**config.mk**
```make
export PLATFORM = sky130hd
export DESIGN_NAME = proc_controller
export DESIGN_NICKNAME = d
export VERILOG_FILES = /design/src/rtl/proc_controller.sv
export SDC_FILE = /design/constraint.sdc
export NUM_CORES = 1
export LEC_CHECK = 0
export CAP_MARGIN = 30
export CORE_ASPECT_RATIO = 1.4
export CORE_MARGIN = 3
export CORE_UTILIZATION = 40
export DETAILED_ROUTE_END_ITERATION = 10
export PLACE_DENSITY = 0.76
export SYNTH_ARGS = -nofsm -noshare
export SYNTH_HDL_FRONTEND = slang
export SYNTH_SLANG_ARGS = --single-unit
```
**constraint.sdc**
```tcl
create_clock -name CLKb -period 4.1 [get_ports CLKb]
set_input_delay 1.23 -clock CLKb [delete_from_list [all_inputs] [get_ports CLKb]]
set_output_delay 1.23 -clock CLKb [all_outputs]
set_load 0.1 [all_outputs]
```
**src/rtl/proc_controller.sv**
```systemverilog
// proc_controller: multi-cycle instruction sequencer for the 10-bit processor.
// Drives the 8x10 register file addresses/enables, the ALU command, the A/G
// latch strobes and the register-file input mux select.
//
// Build option: CTRL_COPY_BYPASS_EN
//   defined   - COPY completes in RD, writing Q1 straight back (DSel=10).
//   undefined - COPY takes the RD/EX/WB path through the ALU as PASSB.
//
// state  | meaning
// IDLE   | waiting for EXEC with an instruction word
// LDWAIT | LOAD accepted, waiting for EXEC with the data word
// LDWR   | write latched LOAD data into Rx, DONE
// RD     | read Rx/Ry, load A latch from Q0
// EX     | ALU operation on A and Q1, load G latch
// WB     | write G into Rx, DONE
// ILL    | illegal opcode, DONE with ERR
module proc_controller (
  input  logic       CLKb,
  input  logic       CLR,
  input  logic [9:0] INSTR,
  input  logic       EXEC,
  output logic       BUSY,
  output logic       DONE,
  output logic       ERR,
  output logic [2:0] WRA,
  output logic [2:0] RDA0,
  output logic [2:0] RDA1,
  output logic       ENW,
  output logic       ENR0,
  output logic       Ain,
  output logic       Gin,
  output logic [2:0] ALUcmd,
  output logic [1:0] DSel,
  output logic [9:0] EXTD
);

  typedef enum logic [2:0] {
    S_IDLE   = 3'd0,
    S_LDWAIT = 3'd1,
    S_LDWR   = 3'd2,
    S_RD     = 3'd3,
    S_EX     = 3'd4,
    S_WB     = 3'd5,
    S_ILL    = 3'd6
  } state_t;

  localparam logic [3:0] OP_LOAD = 4'b0000;
  localparam logic [3:0] OP_COPY = 4'b0001;

  localparam logic [1:0] DSEL_EXTD = 2'b00;
  localparam logic [1:0] DSEL_G    = 2'b01;
`ifdef CTRL_COPY_BYPASS_EN
  localparam logic [1:0] DSEL_Q1   = 2'b10;
`endif

  state_t     state_q, state_d;
  logic [9:0] ir_q, ir_d;
  logic [9:0] extd_q, extd_d;

  logic [3:0] op;
  logic [2:0] rx;
  logic [2:0] ry;
  logic [2:0] alu_sel;

  assign op = ir_q[9:6];
  assign rx = ir_q[5:3];
  assign ry = ir_q[2:0];

  // Opcode to ALU command; COPY passes the B operand through unchanged.
  always_comb begin
    alu_sel = 3'b000;
    case (op)
      4'b0001: alu_sel = 3'b110;
      4'b0010: alu_sel = 3'b000;
      4'b0011: alu_sel = 3'b001;
      4'b0100: alu_sel = 3'b010;
      4'b0101: alu_sel = 3'b011;
      4'b0110: alu_sel = 3'b100;
      4'b0111: alu_sel = 3'b101;
      default: alu_sel = 3'b000;
    endcase
  end

  // State, instruction register and LOAD data register.
  always_ff @(posedge CLKb) begin
    if (CLR) begin
      state_q <= S_IDLE;
      ir_q    <= '0;
      extd_q  <= '0;
    end else begin
      state_q <= state_d;
      ir_q    <= ir_d;
      extd_q  <= extd_d;
    end
  end

  // Next-state: EXEC only matters in IDLE and LDWAIT, everything else advances unconditionally.
  always_comb begin
    state_d = state_q;
    ir_d    = ir_q;
    extd_d  = extd_q;
    case (state_q)
      S_IDLE: begin
        if (EXEC) begin
          ir_d = INSTR;
          if (INSTR[9])
            state_d = S_ILL;
          else if (INSTR[9:6] == OP_LOAD)
            state_d = S_LDWAIT;
          else
            state_d = S_RD;
        end
      end
      S_LDWAIT: begin
        if (EXEC) begin
          extd_d  = INSTR;
          state_d = S_LDWR;
        end
      end
      S_LDWR: state_d = S_IDLE;
      S_RD: begin
`ifdef CTRL_COPY_BYPASS_EN
        if (op == OP_COPY)
          state_d = S_IDLE;
        else
          state_d = S_EX;
`else
        state_d = S_EX;
`endif
      end
      S_EX:    state_d = S_WB;
      S_WB:    state_d = S_IDLE;
      S_ILL:   state_d = S_IDLE;
      default: state_d = S_IDLE;
    endcase
  end

  // Moore output decode from state and IR; reset suppresses writes, latch loads and completion.
  always_comb begin
    BUSY   = (state_q != S_IDLE);
    DONE   = 1'b0;
    ERR    = 1'b0;
    WRA    = 3'd0;
    RDA0   = 3'd0;
    RDA1   = 3'd0;
    ENW    = 1'b0;
    ENR0   = 1'b0;
    Ain    = 1'b0;
    Gin    = 1'b0;
    ALUcmd = 3'b000;
    DSel   = DSEL_EXTD;
    EXTD   = extd_q;
    case (state_q)
      S_LDWR: begin
        ENW  = 1'b1;
        WRA  = rx;
        DSel = DSEL_EXTD;
        DONE = 1'b1;
      end
      S_RD: begin
`ifdef CTRL_COPY_BYPASS_EN
        if (op == OP_COPY) begin
          ENW  = 1'b1;
          WRA  = rx;
          RDA1 = ry;
          DSel = DSEL_Q1;
          DONE = 1'b1;
        end else begin
          ENR0 = 1'b1;
          RDA0 = rx;
          RDA1 = ry;
          Ain  = 1'b1;
        end
`else
        ENR0 = 1'b1;
        RDA0 = rx;
        RDA1 = ry;
        Ain  = 1'b1;
`endif
      end
      S_EX: begin
        RDA1   = ry;
        ALUcmd = alu_sel;
        Gin    = 1'b1;
      end
      S_WB: begin
        ENW  = 1'b1;
        WRA  = rx;
        DSel = DSEL_G;
        DONE = 1'b1;
      end
      S_ILL: begin
        DONE = 1'b1;
        ERR  = 1'b1;
      end
      default: ;
    endcase
    if (CLR) begin
      ENW  = 1'b0;
      Ain  = 1'b0;
      Gin  = 1'b0;
      DONE = 1'b0;
      ERR  = 1'b0;
    end
  end

endmodule
```
==> results_dict.tcl <==
set metrics [dict create \
    r2r_cells 3 \
    fp.coreArea_um2 2500 \
    num_antenna_cells 0 \
    min_period_ps 3520 \
    path_class "input port to primary output" \
    required_ps 2870 \
    cts_tree "yes" \
    grt_pass1_vias 971 \
    start_util 0.434 \
    hold_class "flip-flop to flip-flop" \
    grt_usage 0.159 \
    hold_depth 2 \
    setup_viol 0 \
    drt_iter0_drc 29 \
    ys_types 25 \
    leakagePower_nw 0.585 \
    grt_setup_unrepaired "false" \
    crit_path_end_kind "primary output" \
    grt_max_degree 25 \
    nets 192 \
    rows 21 \
    crit_start "CLR" \
    cp-start-kind "input port" \
    firstDrtPassIters 4 \
    yosysTopAreaCell "dfxtp_1" \
    timing.rr.end "ir_q[2]$_SDFFE_PP0P_" \
    clk_path_buf_depth 2 \
    irDropWorstVdd_mv 0.242 \
    clock_latency_ps 320 \
    fin_area_um2 1560 \
    die_w_um 50.0 \
    ys_top_cells_by_area "dfxtp_1, nand2_1, a21oi_1" \
    r2r-start "state_q[2]$_SDFFE_PP0P_" \
    ys_ff_latch 23 \
    hold_viol_final 0 \
    finish.utilization 0.624 \
    synth.most_common_cell "nand2_1" \
    synthFlopType "dfxtp_1" \
    tightest_slew_ps 971 \
    gp_congestion 0.758 \
    area_growth_pct 43.8 \
    cts_buffers 3 \
    dpl-instance-area_um2 1530 \
    antenna_found_initial 0 \
    cts_sinks 23 \
    fin_setup_tns_ps 0 \
    async_reset_ff_frac 0 \
    cts_setup_buffers 0 \
    fmax_mhz 284 \
    cp.arrival_ps 2290 \
    ios 44 \
    drc 0 \
    yosys_warnings 0 \
    via_count 1047 \
    r2r_slack_ps 2580 \
    maxSlewViolCount 0 \
    skew_ps 3.03 \
    n_fill_cell 233 \
    p_per_area_nw_per_um2 336 \
    root_buffer "clkbuf_4" \
    ys_seq_area_frac 0.425 \
    maxSlewHeadroom 0.350 \
    instances_no_fill 212 \
    routedWlPerCell_um 12.2 \
    io_buffers 42 \
    synth_top_area_frac 0.425 \
    syn_inst 141 \
    syn-cell-area_um2 1080 \
    synth_enable_flop_cells 0 \
    finalWirelength_um 2580 \
    dp.cells 208 \
    grt_pass1_wl_um 4140 \
    syn_avg_cell_area_um2 7.68 \
    antenna_left 0 \
    path_max_fanout 6 \
    drive_gt1_frac 0.180 \
    viasPerCell 4.94 \
    cts_hold_buf 0 \
    die-area_um2 3370 \
    cts_resized 0 \
    period_share 0.858 \
    cap_violations 0 \
    hold_path.startpoint "ir_q[9]$_SDFFE_PP0P_" \
    synthTopCellsByCount "nand2_1, a21oi_1, dfxtp_1" \
    hpwl_um 2020 \
    htreeDepth 1 \
    die_y_um 67.5 \
    gr-total-overflow 0 \
    holdPathEnd "ir_q[9]$_SDFFE_PP0P_" \
    whs_ps 463 \
    syn_nets 154 \
    clk_pin_slew_ps 120 \
    outcome "completed" \
]
## flip-flops by register name, indices dropped and copies added, names as in the netlist
name     flops
state_q      3
EXTD        10
ir_q        10
## power by group
| part | total [mW] | internal (mW) | leakage (nW) | switching (mW) |
|---|---|---|---|---|
| Clock | 0.108 | 0.0366 | 0.0177 | 0.0715 |
| Combinational | 0.162 | 0.0503 | 0.379 | 0.111 |
| Sequential | 0.252 | 0.237 | 0.188 | 0.0155 |
| Total | 0.522 | 0.324 | 0.585 | 0.198 |
## logic make-up (layout without fill, tap and decap cells)
family / Yosys count / count (layout) / share of synthesized area
buffers and inverters: 13 / 50 / 0.0659
AOI/OAI and AO/OA: 28 / 28 / 0.134
and+or+nand+nor: 76 / 76 / 0.371
DFF: 23 / 23 / 0.425
other: 1 / 1 / 0.00346
## per-stage QoR
step	power (mW)	worst slack, ps
after CTS	0.527	565
after floorplan	0.379	-51.2
after detailed placement	0.420	568
after global placement	0.417	590
after global routing	0.547	524
final	0.522	584
## metal layers
metal	wire, µm	share of wire	vias to the layer above	track usage
li1	-	-	542	-
met3	94	0.036	5	0.0177
met1	1120	0.44	474	0.181
met2	1310	0.51	26	0.280
met5	0	0	-	0
met4	57	0.022	0	0.107
## cell usage in the layout, fill, tap and decap left out, types with 5 or more instances in the layout
cell type	instances
buf_4	16
buf_12	5
nor2_1	5
clkdlybuf4s50_1	22
nor2b_1	6
nand2_1	42
dfxtp_1	23
a21oi_1	24
## cell type report
type                    count  area [µm²]  area share
multi-input cells         105         574       0.369
flip-flops and latches     23         460       0.296
repair buffers             43         440       0.283
well taps                  34        42.5      0.0273
clock buffers               3        22.5      0.0145
inverters                   3        11.3     0.00723
clock inverters             1        5.00     0.00322
## critical path, cell delays in order
cell,delay (ps)
clkdlybuf4s50_1,540
nor3b_2,300
buf_12,210
## worst max-delay path by stage
| stage | to | slack (ps) | cells past startpoint |
|---|---|---|---|
| 6_report | ERR | 580 | 3 |
| 5_1_grt | ERR | 520 | 3 |
| 4_1_cts | ERR | 560 | 3 |
| 3_5_place_dp | ERR | 570 | 3 |
| 3_3_place_gp | ERR | 590 | 3 |
| 2_1_floorplan | Ain | -50 | 3 |
Power figures use the tool's default switching activity.
